### src/rtl/ahbl_pkg.sv
// Shared types and constants for the AHB-Lite master stage.
package ahbl_pkg;

    localparam int unsigned NSLV      = 16;
    localparam int unsigned RegionMsb = 31;
    localparam int unsigned RegionLsb = 28;

    typedef enum logic [1:0] {
        TransIdle   = 2'd0,
        TransBusy   = 2'd1,
        TransNonseq = 2'd2,
        TransSeq    = 2'd3
    } htrans_e;

    typedef enum logic [2:0] {
        BurstSingle = 3'd0,
        BurstIncr   = 3'd1,
        BurstWrap4  = 3'd2,
        BurstIncr4  = 3'd3,
        BurstWrap8  = 3'd4,
        BurstIncr8  = 3'd5,
        BurstWrap16 = 3'd6,
        BurstIncr16 = 3'd7
    } hburst_e;

    typedef enum logic [2:0] {
        StIdle,
        StData,
        StHold,
        StErr1,
        StErr2
    } state_e;

    // One complete address phase as forwarded to a slave stage
    typedef struct packed {
        logic [31:0] addr;
        logic [1:0]  trans;
        logic [2:0]  burst;
        logic [2:0]  size;
        logic        write;
        logic        lock;
    } addr_phase_t;

    function automatic logic is_active(input logic [1:0] trans);
        return (trans == TransNonseq) || (trans == TransSeq);
    endfunction

    function automatic logic is_burst_xfer(input logic [1:0] trans, input logic [2:0] burst);
        return (trans == TransSeq) || ((trans == TransNonseq) && (burst != BurstSingle));
    endfunction

endpackage

### src/rtl/ahbl_master_stage_if.sv
// Bus bundle between one AHB-Lite master port and its master stage.
interface ahbl_master_stage_if;
    import ahbl_pkg::*;

    // master side
    logic [31:0]        HADDR;
    logic [1:0]         HTRANS;
    logic [2:0]         HBURST;
    logic [2:0]         HSIZE;
    logic               HWRITE;
    logic               HMASTLOCK;
    logic               HREADY_M;
    logic               HRESP_M;
    logic [31:0]        HRDATA_M;
    // slave-stage side
    logic [NSLV-1:0]    ADDRSEL;
    logic [NSLV-1:0]    DATASEL;
    logic               PREVDATASLAVEREADY;
    logic [31:0]        GATEDHADDR;
    logic [1:0]         GATEDHTRANS;
    logic [2:0]         GATEDHBURST;
    logic [2:0]         GATEDHSIZE;
    logic               GATEDHWRITE;
    logic               GATEDHMASTLOCK;
    logic               GATEDBURSTXFER;
    logic [NSLV-1:0]    SADDRREADY;
    logic [NSLV-1:0]    SDATAREADY;
    logic [NSLV-1:0]    SHRESP;
    logic [32*NSLV-1:0] HRDATA_S;

    // The stage itself
    modport slave (
        input  HADDR, HTRANS, HBURST, HSIZE, HWRITE, HMASTLOCK,
        input  SADDRREADY, SDATAREADY, SHRESP, HRDATA_S,
        output HREADY_M, HRESP_M, HRDATA_M, ADDRSEL, DATASEL, PREVDATASLAVEREADY,
        output GATEDHADDR, GATEDHTRANS, GATEDHBURST, GATEDHSIZE, GATEDHWRITE,
        output GATEDHMASTLOCK, GATEDBURSTXFER
    );

    // Whatever drives the master port and models the slave stages
    modport master (
        output HADDR, HTRANS, HBURST, HSIZE, HWRITE, HMASTLOCK,
        output SADDRREADY, SDATAREADY, SHRESP, HRDATA_S,
        input  HREADY_M, HRESP_M, HRDATA_M, ADDRSEL, DATASEL, PREVDATASLAVEREADY,
        input  GATEDHADDR, GATEDHTRANS, GATEDHBURST, GATEDHSIZE, GATEDHWRITE,
        input  GATEDHMASTLOCK, GATEDBURSTXFER
    );

endinterface

### src/rtl/ahbl_addr_decode.sv
// Region decoder: top address nibble selects one of NSLV slave regions.
module ahbl_addr_decode
    import ahbl_pkg::*;
(
    input  logic [31:0]     haddr_i,
    input  logic [NSLV-1:0] slave_en_i,
    output logic [3:0]      region_o,
    output logic [NSLV-1:0] region_oh_o,
    output logic            unmapped_o
);

    logic unused_low_addr;
    assign unused_low_addr = ^haddr_i[RegionLsb-1:0];

    // One-hot is zero for an unmapped region so it can drive ADDRSEL directly
    always_comb begin
        region_o              = haddr_i[RegionMsb:RegionLsb];
        region_oh_o           = '0;
        region_oh_o[region_o] = slave_en_i[region_o];
        unmapped_o            = ~slave_en_i[region_o];
    end

endmodule

### src/rtl/ahbl_master_stage.sv
// Per-master front end: decode, hold on no-grant, data-phase tracking, ERROR generation.
module ahbl_master_stage
    import ahbl_pkg::*;
#(
    parameter logic [NSLV-1:0] SLAVE_EN = 16'hFFFF
) (
    input logic                HCLK,
    input logic                HRESET,
    ahbl_master_stage_if.slave bus
);

    state_e      state_q, state_d;
    logic [3:0]  dslv_q, dslv_d;
    addr_phase_t hold_q, hold_d;

    logic [3:0]      region;
    logic [NSLV-1:0] region_oh;
    logic            unmapped;
    logic            accept;
    logic            active;
    logic [3:0]      hold_region;
    logic [NSLV-1:0] addrsel;
    addr_phase_t     live;
    addr_phase_t     gated;

    ahbl_addr_decode u_decode (
        .haddr_i     (bus.HADDR),
        .slave_en_i  (SLAVE_EN),
        .region_o    (region),
        .region_oh_o (region_oh),
        .unmapped_o  (unmapped)
    );

    // Master-facing ready/response/read-data and data-phase owner
    always_comb begin
        bus.HREADY_M = 1'b1;
        bus.HRESP_M  = 1'b0;
        bus.HRDATA_M = '0;
        bus.DATASEL  = '0;
        unique case (state_q)
            StData: begin
                bus.HREADY_M        = bus.SDATAREADY[dslv_q];
                bus.HRESP_M         = bus.SHRESP[dslv_q];
                bus.HRDATA_M        = bus.HRDATA_S[{dslv_q, 5'd0} +: 32];
                bus.DATASEL[dslv_q] = 1'b1;
            end
            StHold: bus.HREADY_M = 1'b0;
            StErr1: begin
                bus.HREADY_M = 1'b0;
                bus.HRESP_M  = 1'b1;
            end
            StErr2: bus.HRESP_M = 1'b1;
            default: ;
        endcase
    end

    // Address-phase source: hold register while stalled, else the live master inputs
    always_comb begin
        live        = '{addr:  bus.HADDR,  trans: bus.HTRANS,  burst: bus.HBURST,
                        size:  bus.HSIZE,  write: bus.HWRITE,  lock:  bus.HMASTLOCK};
        active      = is_active(bus.HTRANS);
        // Gate with reset so nothing is requested while reset is held
        accept      = bus.HREADY_M & ~HRESET;
        hold_region = hold_q.addr[RegionMsb:RegionLsb];
        addrsel     = '0;
        gated       = '0;
        if (state_q == StHold) begin
            addrsel[hold_region] = 1'b1;
            gated                = hold_q;
        end else if (accept && active && !unmapped) begin
            addrsel = region_oh;
            gated   = live;
        end
    end

    assign bus.ADDRSEL            = addrsel;
    assign bus.GATEDHADDR         = gated.addr;
    assign bus.GATEDHTRANS        = gated.trans;
    assign bus.GATEDHBURST        = gated.burst;
    assign bus.GATEDHSIZE         = gated.size;
    assign bus.GATEDHWRITE        = gated.write;
    assign bus.GATEDHMASTLOCK     = gated.lock;
    assign bus.GATEDBURSTXFER     = is_burst_xfer(gated.trans, gated.burst);
    assign bus.PREVDATASLAVEREADY = bus.HREADY_M;

    // Next state: HOLD waits for grant, ERR1 always moves on, accept cycles decode
    always_comb begin
        state_d = state_q;
        dslv_d  = dslv_q;
        hold_d  = hold_q;
        if (state_q == StHold) begin
            if (bus.SADDRREADY[hold_region]) begin
                state_d = StData;
                dslv_d  = hold_region;
            end
        end else if (state_q == StErr1) begin
            state_d = StErr2;
        end else if (accept) begin
            if (!active) begin
                state_d = StIdle;
            end else if (unmapped) begin
                state_d = StErr1;
            end else if (bus.SADDRREADY[region]) begin
                state_d = StData;
                dslv_d  = region;
            end else begin
                state_d = StHold;
                hold_d  = live;
            end
        end
    end

    // State registers
    always_ff @(posedge HCLK or posedge HRESET) begin
        if (HRESET) begin
            state_q <= StIdle;
            dslv_q  <= '0;
            hold_q  <= '0;
        end else begin
            state_q <= state_d;
            dslv_q  <= dslv_d;
            hold_q  <= hold_d;
        end
    end

endmodule

### src/flat_wrapper.sv
// flat-port wrapper written by rule: the top's interface ports become plain ports
module ahbl_master_stage_flat import ahbl_pkg::*;
#(
    parameter logic [NSLV-1:0] SLAVE_EN = 16'hFFFF
)
  (HCLK, HRESET, bus_HADDR, bus_HTRANS, bus_HBURST, bus_HSIZE, bus_HWRITE, bus_HMASTLOCK, bus_SADDRREADY, bus_SDATAREADY, bus_SHRESP, bus_HRDATA_S, bus_HREADY_M, bus_HRESP_M, bus_HRDATA_M, bus_ADDRSEL, bus_DATASEL, bus_PREVDATASLAVEREADY, bus_GATEDHADDR, bus_GATEDHTRANS, bus_GATEDHBURST, bus_GATEDHSIZE, bus_GATEDHWRITE, bus_GATEDHMASTLOCK, bus_GATEDBURSTXFER);
  ahbl_master_stage_if bus_i ();
  input logic HCLK;
  input logic HRESET;
  input wire logic [$bits(bus_i.HADDR)-1:0] bus_HADDR;
  input wire logic [$bits(bus_i.HTRANS)-1:0] bus_HTRANS;
  input wire logic [$bits(bus_i.HBURST)-1:0] bus_HBURST;
  input wire logic [$bits(bus_i.HSIZE)-1:0] bus_HSIZE;
  input wire logic [$bits(bus_i.HWRITE)-1:0] bus_HWRITE;
  input wire logic [$bits(bus_i.HMASTLOCK)-1:0] bus_HMASTLOCK;
  input wire logic [$bits(bus_i.SADDRREADY)-1:0] bus_SADDRREADY;
  input wire logic [$bits(bus_i.SDATAREADY)-1:0] bus_SDATAREADY;
  input wire logic [$bits(bus_i.SHRESP)-1:0] bus_SHRESP;
  input wire logic [$bits(bus_i.HRDATA_S)-1:0] bus_HRDATA_S;
  output wire logic [$bits(bus_i.HREADY_M)-1:0] bus_HREADY_M;
  output wire logic [$bits(bus_i.HRESP_M)-1:0] bus_HRESP_M;
  output wire logic [$bits(bus_i.HRDATA_M)-1:0] bus_HRDATA_M;
  output wire logic [$bits(bus_i.ADDRSEL)-1:0] bus_ADDRSEL;
  output wire logic [$bits(bus_i.DATASEL)-1:0] bus_DATASEL;
  output wire logic [$bits(bus_i.PREVDATASLAVEREADY)-1:0] bus_PREVDATASLAVEREADY;
  output wire logic [$bits(bus_i.GATEDHADDR)-1:0] bus_GATEDHADDR;
  output wire logic [$bits(bus_i.GATEDHTRANS)-1:0] bus_GATEDHTRANS;
  output wire logic [$bits(bus_i.GATEDHBURST)-1:0] bus_GATEDHBURST;
  output wire logic [$bits(bus_i.GATEDHSIZE)-1:0] bus_GATEDHSIZE;
  output wire logic [$bits(bus_i.GATEDHWRITE)-1:0] bus_GATEDHWRITE;
  output wire logic [$bits(bus_i.GATEDHMASTLOCK)-1:0] bus_GATEDHMASTLOCK;
  output wire logic [$bits(bus_i.GATEDBURSTXFER)-1:0] bus_GATEDBURSTXFER;
  assign bus_i.HADDR = bus_HADDR;
  assign bus_i.HTRANS = bus_HTRANS;
  assign bus_i.HBURST = bus_HBURST;
  assign bus_i.HSIZE = bus_HSIZE;
  assign bus_i.HWRITE = bus_HWRITE;
  assign bus_i.HMASTLOCK = bus_HMASTLOCK;
  assign bus_i.SADDRREADY = bus_SADDRREADY;
  assign bus_i.SDATAREADY = bus_SDATAREADY;
  assign bus_i.SHRESP = bus_SHRESP;
  assign bus_i.HRDATA_S = bus_HRDATA_S;
  assign bus_HREADY_M = bus_i.HREADY_M;
  assign bus_HRESP_M = bus_i.HRESP_M;
  assign bus_HRDATA_M = bus_i.HRDATA_M;
  assign bus_ADDRSEL = bus_i.ADDRSEL;
  assign bus_DATASEL = bus_i.DATASEL;
  assign bus_PREVDATASLAVEREADY = bus_i.PREVDATASLAVEREADY;
  assign bus_GATEDHADDR = bus_i.GATEDHADDR;
  assign bus_GATEDHTRANS = bus_i.GATEDHTRANS;
  assign bus_GATEDHBURST = bus_i.GATEDHBURST;
  assign bus_GATEDHSIZE = bus_i.GATEDHSIZE;
  assign bus_GATEDHWRITE = bus_i.GATEDHWRITE;
  assign bus_GATEDHMASTLOCK = bus_i.GATEDHMASTLOCK;
  assign bus_GATEDBURSTXFER = bus_i.GATEDBURSTXFER;
  ahbl_master_stage #(.SLAVE_EN(SLAVE_EN)) u_core (.HCLK(HCLK), .HRESET(HRESET), .bus(bus_i));
endmodule
### config.mk
export PLATFORM = sky130hd
export DESIGN_NAME = ahbl_master_stage_flat
export DESIGN_NICKNAME = d
export VERILOG_FILES = /design/src/rtl/ahbl_pkg.sv /design/src/rtl/ahbl_master_stage_if.sv /design/src/rtl/ahbl_addr_decode.sv /design/src/rtl/ahbl_master_stage.sv /design/src/flat_wrapper.sv
export SDC_FILE = /design/constraint.sdc
export NUM_CORES = 1
export LEC_CHECK = 0
export BUFFER_PORTS_ARGS = -buffer_cell sky130_fd_sc_hd__buf_2
export CORE_AREA = 2 2 280 282
export DETAILED_ROUTE_END_ITERATION = 8
export DIE_AREA = 0 0 282 284
export PLACE_DENSITY = 0.33
export SETUP_SLACK_MARGIN = 0.2
export SYNTH_ARGS = -nofsm -noshare
export SYNTH_HDL_FRONTEND = slang
export SYNTH_SLANG_ARGS = --single-unit
### constraint.sdc
create_clock -name HCLK -period 6.5 [get_ports HCLK]
set_input_delay 1.95 -clock HCLK [delete_from_list [all_inputs] [get_ports HCLK]]
set_output_delay 1.95 -clock HCLK [all_outputs]
set_load 0.03 [all_outputs]
==> run summary <==
The flow ran to the end, and the final reports show no timing, DRC or antenna violations. TritonCTS built the clock tree. For the met3 wire length, the log shows 6.24 mm. The post-synthesis cell type with the largest combined area was sky130_fd_sc_hd__mux4_2.

The required time reported for the critical path endpoint is 4.55 ns. The portion of netlist area occupied by mux cells was 62.5%. For the sequential group share of total power, the log shows 16.2%. The most frequent standard cell in the layout excluding fill and tap cells is sky130_fd_sc_hd__buf_2.

Of the available clock period, the critical path in the final layout requires 91.5%. Across the VDD grid, the largest voltage drop is 0.202 mV. Per report_power, the clock group accounts for 6.4% of the total. The detail route stage leaves a number of antenna-violating nets equal to 0. Yosys attributes the largest share of cell area to sky130_fd_sc_hd__mux4_2 (52%), sky130_fd_sc_hd__dfrtp_1 (16%), sky130_fd_sc_hd__mux2_4 (7.6%). The number of distinct library cells after synthesis is 43, and the global routing usage summed across all routing layers is 14.5%.

The class of the tightest hold or removal check was flop to flop. The run gives 0 as the number of pins exceeding their max-slew limit in the final report. Counting every net in the synthesized netlist gives 1,145.

Each instance of the synthesized netlist takes up on average 13.8 um^2. The number of vias in the routed layout is 8,772, and the post-synthesis adder-cell area fraction is 0%. The startpoint identified for the worst register-to-register timing path is u_core.dslv_q[2].

The number of antenna violations at the first check in global routing came out at 67. In this run the most critical hold path is launched from u_core.hold_q[9]. For the pin with the worst max-slew slack, the measured transition is 1.07 ns.

In this run the power spent charging and discharging nets is 2.30 mW. The primary flip-flop cell chosen by synthesis mapping is sky130_fd_sc_hd__dfrtp_1. For the pin count of the biggest net entering global routing, the log shows 82. The library cells used most frequently in the layout, excluding fill and tap cells, are sky130_fd_sc_hd__buf_2 (713), sky130_fd_sc_hd__mux4_2 (174), sky130_fd_sc_hd__dfrtp_1 (45), sky130_fd_sc_hd__a22o_1 (40), sky130_fd_sc_hd__mux2_4 (38). The cell area that synthesis handed to floorplanning was 7470 um^2. The logs give 77.4% for the fraction of power consumed by combinational cells and 0.168 GHz for the fmax. The area fraction of the dominant cell type after synthesis came out at 52.5%. The clock transition at the register clock pins on the worst setup and hold paths after CTS is 0.06 ns.

For the final routed database, the setup TNS stands at 0 ns. Hold is met by 0.482 ns. The final-report hold violation count came out at 0. The die span in y is 284 um, and the switching portion of total power is 48.7%. Routability-driven placement finished with a final weighted congestion of 0.989. Of the total synthesized cell area, the portion taken by AND, OR, NAND and NOR gates is 8.49%.

End point of the most critical hold path: u_core.hold_q[9]. The critical path is of the input port to primary output type. Setup repair after global routing left no endpoint under its margin. The floorplan row count is 102. At the later pin of the worst-skew pair, clock insertion delay measures 0.29 ns. The final routed wire length divided by cell count was 27.1 um. The Yosys step of the flow raised 0 warnings. STA classifies the critical path endpoint as a primary output. For this run, design rule violations remaining after detail routing come to 0. For this block, wires on met1 add up to 21.8 mm. Once detailed placement completed, the half-perimeter wirelength came to 54.0 mm. The tools report the count of final setup violators as 0. For the cell-internal power, the log shows 2.43 mW.

The synthesized-area fraction occupied by xor and xnor cells works out to 0%. Dividing total power by cell area gives a power density of 381 nW/um^2. The worst setup path is launched from an input port.

The share of synthesized registers carrying an async set or reset is 100%, and the initial core utilization is 9.71%. For the count of nets after finishing, the log shows 1,810. The worst register-to-register path ends at u_core.hold_q[37].

The run gives 9,426 as the number of global-route vias before repair. 714 I/O pins were placed. For the worst setup path, the data arrival time is 4.00 ns. The synthesized design contains 0 enable-type register cells. The path depth of the worst reg2reg path came out at 6. The tools report the initial detailed-routing violation count as 503.

For this block, the routed nets add up to 61.4 mm of wire. The synthesized netlist devotes 8.31% of its cell area to compound gates. The cell leakage power is 5.70 nW.

The cell sitting at the root of the clock tree is a sky130_fd_sc_hd__clkbuf_16. The clock net in this run drives a total of 49 sinks. The layout has 8,717 filler cells. Headroom to the max-slew limit came out at 28.6%.

After floorplanning, the core was sized to cover 77,000 um^2. For the finished layout, the period the worst path requires is 5.95 ns. In this run the top signal layer used is met5. Setup slack on the worst reg-to-reg path comes out at 3.14 ns. For this run the aggregate overflow at the end of global routing stands at 0. In the routed layout, each cell is associated on average with a via count of 3.87. Max-cap violations in this run came to 0. After clock tree synthesis, the flow added hold-fix buffers numbering 0. In the detailed route, the total length drawn on met2 is 31.3 mm. The count of buffers inserted at the top-level ports came out at 713. In the final layout, the share of cells above drive strength 1 is 80.2%.

The largest clock skew in the final design is 0.00551 ns. For the first-pass GRT wire length, the log shows 79.8 mm. Along the worst hold path, the cell count comes to 2. The die covers 80,100 um^2. In this run the horizontal extent of the chip is 282 um.

The area added between synthesis and finish is 66.3%, and the worst-case clock buffer depth is 2. In this run the worst path has a maximum fanout of 10. The largest family of logic cells by synthesized area is multiplexers.

The H-tree was split into 2 levels. For this run, the register share of the synthesized area comes to 16.4%. Buffers added to address setup during post-CTS repair amount to 0. The number of buffers inserted during clock tree synthesis is 5.

The logs give 5 for the number of iterations in the first detailed-routing pass and 0 for the quantity of gates resized following cts. Synthesis inferred 49 register bits. Synthesis handed over a netlist of 541 instances.
## stage by stage
step	instance area (um^2)	util [%]	power, mW	instances	setup WS (ns)
CTS	12400	16.1	4.84	2247	0.450
finish	12400	16.1	4.73	2268	0.553
global placement	12200	15.9	4.53	2239	0.467
global route	12400	16.1	5.04	2264	0.342
detailed placement	12200	15.9	4.51	2239	0.453
floorplan	7470	-	3.24	541	0.440
## worst max-delay path, stage by stage
cell                       delay, ns
sky130_fd_sc_hd__buf_2          0.09
sky130_fd_sc_hd__mux2_2         0.25
sky130_fd_sc_hd__a222oi_1       0.45
sky130_fd_sc_hd__buf_4          0.22
sky130_fd_sc_hd__o211ai_1       0.21
sky130_fd_sc_hd__nand2_1        0.38
sky130_fd_sc_hd__o21ai_0        0.21
sky130_fd_sc_hd__buf_2          0.22
## registers in the layout, summed over array words and instances (netlist names)
signal          cells
u_core.hold_q      42
u_core.dslv_q       4
u_core.state_q      3
## worst max path at each step
stage / slack (ns) / to / from
3_5_place_dp: 0.45 / bus_ADDRSEL[13] / bus_SDATAREADY[11]
3_3_place_gp: 0.47 / bus_ADDRSEL[13] / bus_SDATAREADY[11]
5_1_grt: 0.34 / bus_GATEDHTRANS[1] / bus_SDATAREADY[9]
2_1_floorplan: 0.44 / bus_ADDRSEL[10] / HRESET
6_report: 0.55 / bus_GATEDHTRANS[1] / bus_SDATAREADY[11]
4_1_cts: 0.45 / bus_ADDRSEL[13] / bus_SDATAREADY[11]
## kinds of logic (layout without fill, tap and decap cells)
group | Yosys count | count (layout)
other | 0 | 21
AND/OR/NAND/NOR | 116 | 116
AO/OA/AOI/OAI | 76 | 76
buffers and inverters | 73 | 739
flip-flops | 49 | 49
multiplexers | 227 | 227
## power groups by stage
stage	logic [mW]	clock network (mW)	registers (mW)
final	3.66	0.302	0.768
after floorplan	2.71	0	0.532
after global routing	3.91	0.331	0.805
after detailed placement	3.73	0	0.777
after CTS	3.74	0.318	0.778
after global placement	3.73	0	0.792
## layout make-up
cell class	count	area [um^2]	share of cell area, %
clock inverter	3	43.8	0.353
antenna	21	52.6	0.423
sequential	49	1240	9.97
tap	1040	1300	10.5
clock buffer	5	125	1.01
multi-input combinational	419	5940	47.8
timing repair buffer	724	3690	29.7
inverter	7	30.0	0.242
## cell usage after synthesis (all sizes together) (2+ instances only)
master   number
nand3        10
o32ai         8
o22ai         4
mux4        174
nor4          3
a311o         2
nor3b         3
o21ai         8
a22o         40
o2bb2ai       2
nor3         10
a311oi        2
mux2         49
nand2        15
or3           6
inv           7
and2         32
clkbuf       26
nor2         21
dfrtp        49
buf          40
o31ai         3
nand2b       10
mux2i         4
## metal layers
layer  global-route usage [%]  vias up
li1                         -     3693
met1                     15.7     4384
met4                     5.05       24
met2                     26.0      568
met3                     5.15      103
met5                        0        -
Note: power is estimated with default switching activity, not from simulation.
